## src/rtl/pipeline_hazard_ctrl.sv

```systemverilog
// Hazard/sequencing controller for the 5-stage RV64 pipeline: stall/flush/freeze,
// registered EX forwarding selects, data-memory wait timeout and perf counters.
module pipeline_hazard_ctrl #(
  parameter int unsigned MEM_TIMEOUT = 255,
  parameter int unsigned CNT_W       = 32
) (
  input  logic             clk_i,
  input  logic             reset_i,
  input  logic             id_valid_i,
  input  logic [4:0]       id_rs1_i,
  input  logic [4:0]       id_rs2_i,
  input  logic             id_use_rs1_i,
  input  logic             id_use_rs2_i,
  input  logic [4:0]       id_rd_i,
  input  logic             id_rf_wr_en_i,
  input  logic             id_is_load_i,
  input  logic             id_is_mem_i,
  input  logic             ex_branch_taken_i,
  input  logic             dm_ready_i,
  output logic             pc_stall_o,
  output logic             ifid_stall_o,
  output logic             ifid_flush_o,
  output logic             idex_flush_o,
  output logic             freeze_o,
  output logic [1:0]       fwd_a_sel_o,
  output logic [1:0]       fwd_b_sel_o,
  output logic             mem_err_o,
  output logic [CNT_W-1:0] perf_stall_cnt_o,
  output logic [CNT_W-1:0] perf_flush_cnt_o
);

  localparam int unsigned WAIT_W = (MEM_TIMEOUT < 2) ? 1 : $clog2(MEM_TIMEOUT + 1);
  localparam logic [WAIT_W-1:0] TIMEOUT_VAL = WAIT_W'(MEM_TIMEOUT);

  typedef struct packed {
    logic       valid;
    logic [4:0] rd;
    logic       wrEn;
    logic       isLoad;
    logic       isMem;
  } shadow_t;

  typedef enum logic [0:0] {RUN, MEM_WAIT} state_e;

  shadow_t           exStage_q, memStage_q, wbStage_q, exStage_d;
  state_e            state_q, state_d;
  logic [WAIT_W-1:0] waitCnt_q, waitCnt_d;
  logic              memErr_q, memErr_d;
  logic [1:0]        fwdA_q, fwdB_q, fwdA_d, fwdB_d;
  logic [CNT_W-1:0]  stallCnt_q, flushCnt_q;
  logic              freeze, branchFlush, loadUse;

  function automatic logic hazardMatch(shadow_t s, logic [4:0] rs, logic useRs);
    return s.valid & s.wrEn & (s.rd != 5'd0) & (s.rd == rs) & useRs;
  endfunction

  // A load sitting in EX never forwards; the load-use stall handles it instead.
  function automatic logic [1:0] fwdSelect(shadow_t ex, shadow_t mem, logic [4:0] rs, logic useRs);
    logic [1:0] sel;
    sel = 2'b00;
    if (hazardMatch(ex, rs, useRs) && !ex.isLoad) sel = 2'b01;
    else if (hazardMatch(mem, rs, useRs))          sel = 2'b10;
    return sel;
  endfunction

  always_comb begin
    freeze      = 1'b0;
    branchFlush = 1'b0;
    loadUse     = 1'b0;
    if (!reset_i) begin
      freeze      = memStage_q.valid & memStage_q.isMem & ~dm_ready_i;
      branchFlush = ~freeze & ex_branch_taken_i;
      loadUse     = ~freeze & ~ex_branch_taken_i & id_valid_i & exStage_q.isLoad &
                    (hazardMatch(exStage_q, id_rs1_i, id_use_rs1_i) |
                     hazardMatch(exStage_q, id_rs2_i, id_use_rs2_i));
    end
  end

  assign freeze_o     = freeze;
  assign pc_stall_o   = freeze | loadUse;
  assign ifid_stall_o = freeze | loadUse;
  assign ifid_flush_o = branchFlush;
  assign idex_flush_o = branchFlush | loadUse;

  always_comb begin
    exStage_d.valid  = id_valid_i & ~idex_flush_o;
    exStage_d.rd     = id_rd_i;
    exStage_d.wrEn   = id_rf_wr_en_i;
    exStage_d.isLoad = id_is_load_i;
    exStage_d.isMem  = id_is_mem_i;
    fwdA_d = 2'b00;
    fwdB_d = 2'b00;
    if (id_valid_i && !idex_flush_o) begin
      fwdA_d = fwdSelect(exStage_q, memStage_q, id_rs1_i, id_use_rs1_i);
      fwdB_d = fwdSelect(exStage_q, memStage_q, id_rs2_i, id_use_rs2_i);
    end
  end

  always_ff @(posedge clk_i) begin
    if (reset_i) begin
      exStage_q  <= '0;
      memStage_q <= '0;
      wbStage_q  <= '0;
      fwdA_q     <= 2'b00;
      fwdB_q     <= 2'b00;
    end else if (!freeze) begin
      exStage_q  <= exStage_d;
      memStage_q <= exStage_q;
      wbStage_q  <= memStage_q;
      fwdA_q     <= fwdA_d;
      fwdB_q     <= fwdB_d;
    end
  end

  // Wait counter saturates at the timeout so mem_err stays meaningful on long stalls.
  always_comb begin
    state_d   = state_q;
    waitCnt_d = '0;
    memErr_d  = memErr_q;
    case (state_q)
      RUN: begin
        if (freeze) state_d = MEM_WAIT;
      end
      MEM_WAIT: begin
        if (dm_ready_i) begin
          state_d = RUN;
        end else begin
          waitCnt_d = (waitCnt_q == TIMEOUT_VAL) ? waitCnt_q : waitCnt_q + WAIT_W'(1);
          if (waitCnt_d == TIMEOUT_VAL) memErr_d = 1'b1;
        end
      end
      default: state_d = RUN;
    endcase
  end

  always_ff @(posedge clk_i) begin
    if (reset_i) begin
      state_q    <= RUN;
      waitCnt_q  <= '0;
      memErr_q   <= 1'b0;
      stallCnt_q <= '0;
      flushCnt_q <= '0;
    end else begin
      state_q   <= state_d;
      waitCnt_q <= waitCnt_d;
      memErr_q  <= memErr_d;
      if (pc_stall_o)  stallCnt_q <= stallCnt_q + CNT_W'(1);
      if (branchFlush) flushCnt_q <= flushCnt_q + CNT_W'(1);
    end
  end

  assign fwd_a_sel_o      = fwdA_q;
  assign fwd_b_sel_o      = fwdB_q;
  assign mem_err_o        = memErr_q;
  assign perf_stall_cnt_o = stallCnt_q;
  assign perf_flush_cnt_o = flushCnt_q;

endmodule

```

## config.mk

```make
export PLATFORM = sky130hd
export DESIGN_NAME = pipeline_hazard_ctrl
export DESIGN_NICKNAME = d
export VERILOG_FILES = /design/src/rtl/pipeline_hazard_ctrl.sv
export SDC_FILE = /design/constraint.sdc
export NUM_CORES = 1
export LEC_CHECK = 0
export CAP_MARGIN = 20
export CORE_MARGIN = 2
export CORE_UTILIZATION = 45
export CTS_BUF_LIST = sky130_fd_sc_hd__clkbuf_16
export DETAILED_ROUTE_END_ITERATION = 8
export PLACE_DENSITY = 0.72
export SLEW_MARGIN = 20
export SYNTH_ARGS = -nofsm -noshare
export SYNTH_HDL_FRONTEND = slang
export SYNTH_SLANG_ARGS = --single-unit
```

## constraint.sdc

```tcl
create_clock -name clk_i -period 3.2 [get_ports clk_i]
set_input_delay 0.64 -clock clk_i [delete_from_list [all_inputs] [get_ports clk_i]]
set_output_delay 0.64 -clock clk_i [all_outputs]
set_load 0.005 [all_outputs]
```

==> results.py <==
metrics = {
    "sta": {
        "tightest_slew_ns": 0.739,
        "rsz0062_at_grt": "no",
        "fmax_mhz": 327,
        "slew_viol_final": 0,
        "final-setup-viol-count": 0,
        "hold_viol": 0,
        "tns_ns": 0,
        "min_period_over_period": 0.957,
        "relSlewSlack": 0.508,
        "min_period_ns": 3.06,
        "clock_skew_ns": 0.00689,
    },
    "cts": {
        "path_clk_slew_ns": 0.06,
        "numCtsBuffers": 9,
        "post-cts-setup-buffers": 0,
        "cts_tree": "built",
        "cts_buffer_depth": 2,
        "clk_latency_ns": 0.33,
        "htreeDepth": 3,
        "clock_sinks": 95,
        "clk_root_buffer_cell": "clkbuf_16",
    },
    "yosys": {
        "ys_ff_latch": 95,
        "synth_edf_count": 0,
        "avgSynthCellArea_um2": 8.44,
        "ys_warn_count": 0,
        "synth_cells": 546,
        "ys_top_cells_by_area": "dfxtp_1, xor2_1, nor2_1, mux2_2, nand2_1",
        "synthesis.nets": 574,
        "synth_top_area_frac": 0.413,
        "yosysTopAreaCell": "dfxtp_1",
        "synthArstFlopShare": 0,
        "ys.flop_type": "dfxtp_1",
        "ys_types": 48,
        "synthesis.area_um2": 4610,
        "ys_seq_area_frac": 0.413,
    },
    "die": {
        "num_rows": 36,
        "die_x_um": 105,
        "ios": 99,
        "core_area_um2": 9860,
        "die_h_um": 105,
        "die_area_um2": 11100,
        "start_util": 0.467,
    },
    "global_route": {
        "grt_usage": 0.207,
        "use_met3": 0.0493,
        "grt_max_degree": 77,
        "use_met2": 0.330,
        "grt_overflow": 0,
        "top_usage_layer": "met2",
        "grt_pass1_wl_um": 19000,
        "grt_pass1_vias": 3999,
        "use_met1": 0.272,
        "antenna_found_initial": 0,
    },
    "power_and_ir_drop": {
        "pwr-share-clk": 0.473,
        "vdd.ir_drop.worst_uv": 260,
        "power.leakage_nw": 2.33,
        "swShare": 0.206,
        "p_comb_frac": 0.050,
        "p_int_w": 0.00202,
        "switchingPower_w": 0.000522,
        "power_frac_seq": 0.477,
        "p_per_area_nw_per_um2": 414,
    },
    "flow_run": {
        "cap_violations": 0,
    },
    "final_layout": {
        "area_growth_syn_to_layout_pct": 33.2,
        "final_util": 0.622,
        "drive_above_1_share": 0.109,
        "final_cell_mix": "dfxtp_1, clkdlybuf4s50_1, nor2_1",
        "diodes": 0,
        "final_net_count": 677,
        "layout_commonest_cell": "dfxtp_1",
    },
    "worst_setup_path": {
        "cp_common_cell": "clkdlybuf4s50_1",
        "crit_family": "buffers and inverters",
        "crit_slowest_cell": "clkdlybuf4s50_1",
        "endpoint_kind": "output port",
        "reg2reg_from": "perf_stall_cnt_o[7]",
        "cp_num_buf_inv": 2,
        "startpoint_type": "input pin",
        "crit_required_ns": 2.56,
        "r2r_end": "perf_stall_cnt_o[25]",
        "cp_data_arrival_time_ns": 2.42,
        "crit_type": "in2out",
        "path_cells": "clkdlybuf4s50_1 > xor2_1 > nor4_1 > and3_2 > o21ai_4 > nand2_2 > clkdlybuf4s50_1",
        "crit_fanout": 3,
        "reg2reg_depth": 5,
        "r2r_setup_slack_ns": 0.69,
        "cpPeakStageDelay_ns": 0.49,
    },
    "hold_path": {
        "hold_end": "fwd_b_sel_o[1]",
        "min_from": "fwd_b_sel_o[1]",
        "whs_path_depth": 2,
        "hp-class": "reg2reg",
    },
    "drt": {
        "drc_errors": 0,
        "dr_total_vias": 4153,
        "postRouteAntennaNets": 0,
        "first_pass_iters": 4,
        "viasPerCell": 5.28,
        "post_drt_wl_per_cell_um": 14.1,
        "drt_iter0_drc": 138,
        "wl_um": 11100,
    },
    "placement": {
        "portBuffers": 98,
        "gp_congestion": 0.840,
        "dp_hpwl_um": 7870,
    },
    "run_status": {
        "outcome": "completed",
    },
}
[through the flow]
step / setup WS [ns] / std cells / hold slack [ns] / instance area, um2 / total power [W]
after floorplan: 0.861 / 546 / 0.432 / 4610 / 0.00130
after global placement: 0.0716 / 771 / 0.443 / 5780 / 0.00136
after detailed placement: 0.0461 / 771 / 0.446 / 5780 / 0.00136
after CTS: 0.0278 / 787 / 0.461 / 6110 / 0.00256
after global routing: 0.0184 / 787 / 0.481 / 6140 / 0.00263
final: 0.138 / 787 / 0.460 / 6140 / 0.00254
[synth_stat cells (3+ instances only)]
library cell and n:
dfxtp_1 95, nor2_1 82, nand2_1 62, xor2_1 38, a21oi_1 36, nand3_1 31, mux2_2 26, nor2b_1 23
nand4_1 17, clkbuf_1 15, xnor2_1 15, and3_1 14, o21ai_0 10, nor3_1 9, inv_1 7, a21boi_0 5
nand3b_1 5, nor4_1 5, o211ai_1 5, a211oi_1 3, buf_1 3, ha_1 3, mux2i_1 3, nand2b_1 3
[flip-flops by register name, indices dropped and copies added (netlist names)]
signal	count
fwd_b_sel_o	2
mem_err_o	1
exStage_q	9
fwd_a_sel_o	2
perf_stall_cnt_o	32
waitCnt_q	8
perf_flush_cnt_o	32
memStage_q	8
state_q	1
[area by class of cell]
class / instances / area, um2
tap: 133 / 166
sequential: 95 / 1900
clock buffer: 9 / 225
multi-input combinational: 422 / 2600
clock inverter: 7 / 113
inverter: 8 / 30.0
fill: 848 / 3730
timing repair buffer: 113 / 1100
[repair_timing]
action | 4_1_cts | 5_1_grt
gates resized for setup | 0 | 8
hold buffers | 0 | 0
endpoints found under the setup margin | 0 | 3
[per-layer routing]
layer  vias to the layer above  wire, um
met4                         0       121
met3                         9       609
met5                         -         0
met2                        92      5190
li1                       2084         -
met1                      1968      5200
[worst min-delay path: stages (launching register included)]
cell,delay [ns]
dfxtp_1,0.32
nand2_1,0.05
o31ai_1,0.05
[worst max path at each step]
stage,start,to,slack (ns),cells past startpoint
after floorplan,id_rs2_i[4],pc_stall_o,0.86,7
after global placement,dm_ready_i,idex_flush_o,0.07,7
after detailed placement,dm_ready_i,ifid_stall_o,0.05,7
after CTS,dm_ready_i,idex_flush_o,0.03,7
after global routing,id_rs2_i[4],ifid_stall_o,0.02,7
final,id_rs2_i[4],ifid_stall_o,0.14,7
[kinds of logic after synthesis]
| group | share of synthesized area |
|---|---|
| adders and majority gates | 0.00815 |
| DFF | 0.413 |
| and+or+nand+nor | 0.285 |
| muxes | 0.0701 |
| buffers and inverters | 0.0255 |
| xor gates and xnor gates | 0.101 |
| AOI/OAI and AO/OA | 0.0972 |
[power groups by stage]
| stage | sequential (W) | combinational (W) | clock, W |
|---|---|---|---|
| floorplan | 0.00123 | 0.0000661 | 0 |
| global placement | 0.00124 | 0.000123 | 0 |
| detailed placement | 0.00124 | 0.000125 | 0 |
| CTS | 0.00121 | 0.000127 | 0.00122 |
| global route | 0.00121 | 0.000140 | 0.00128 |
| finish | 0.00121 | 0.000126 | 0.00120 |
No activity file was read; power rests on OpenSTA's default activity.
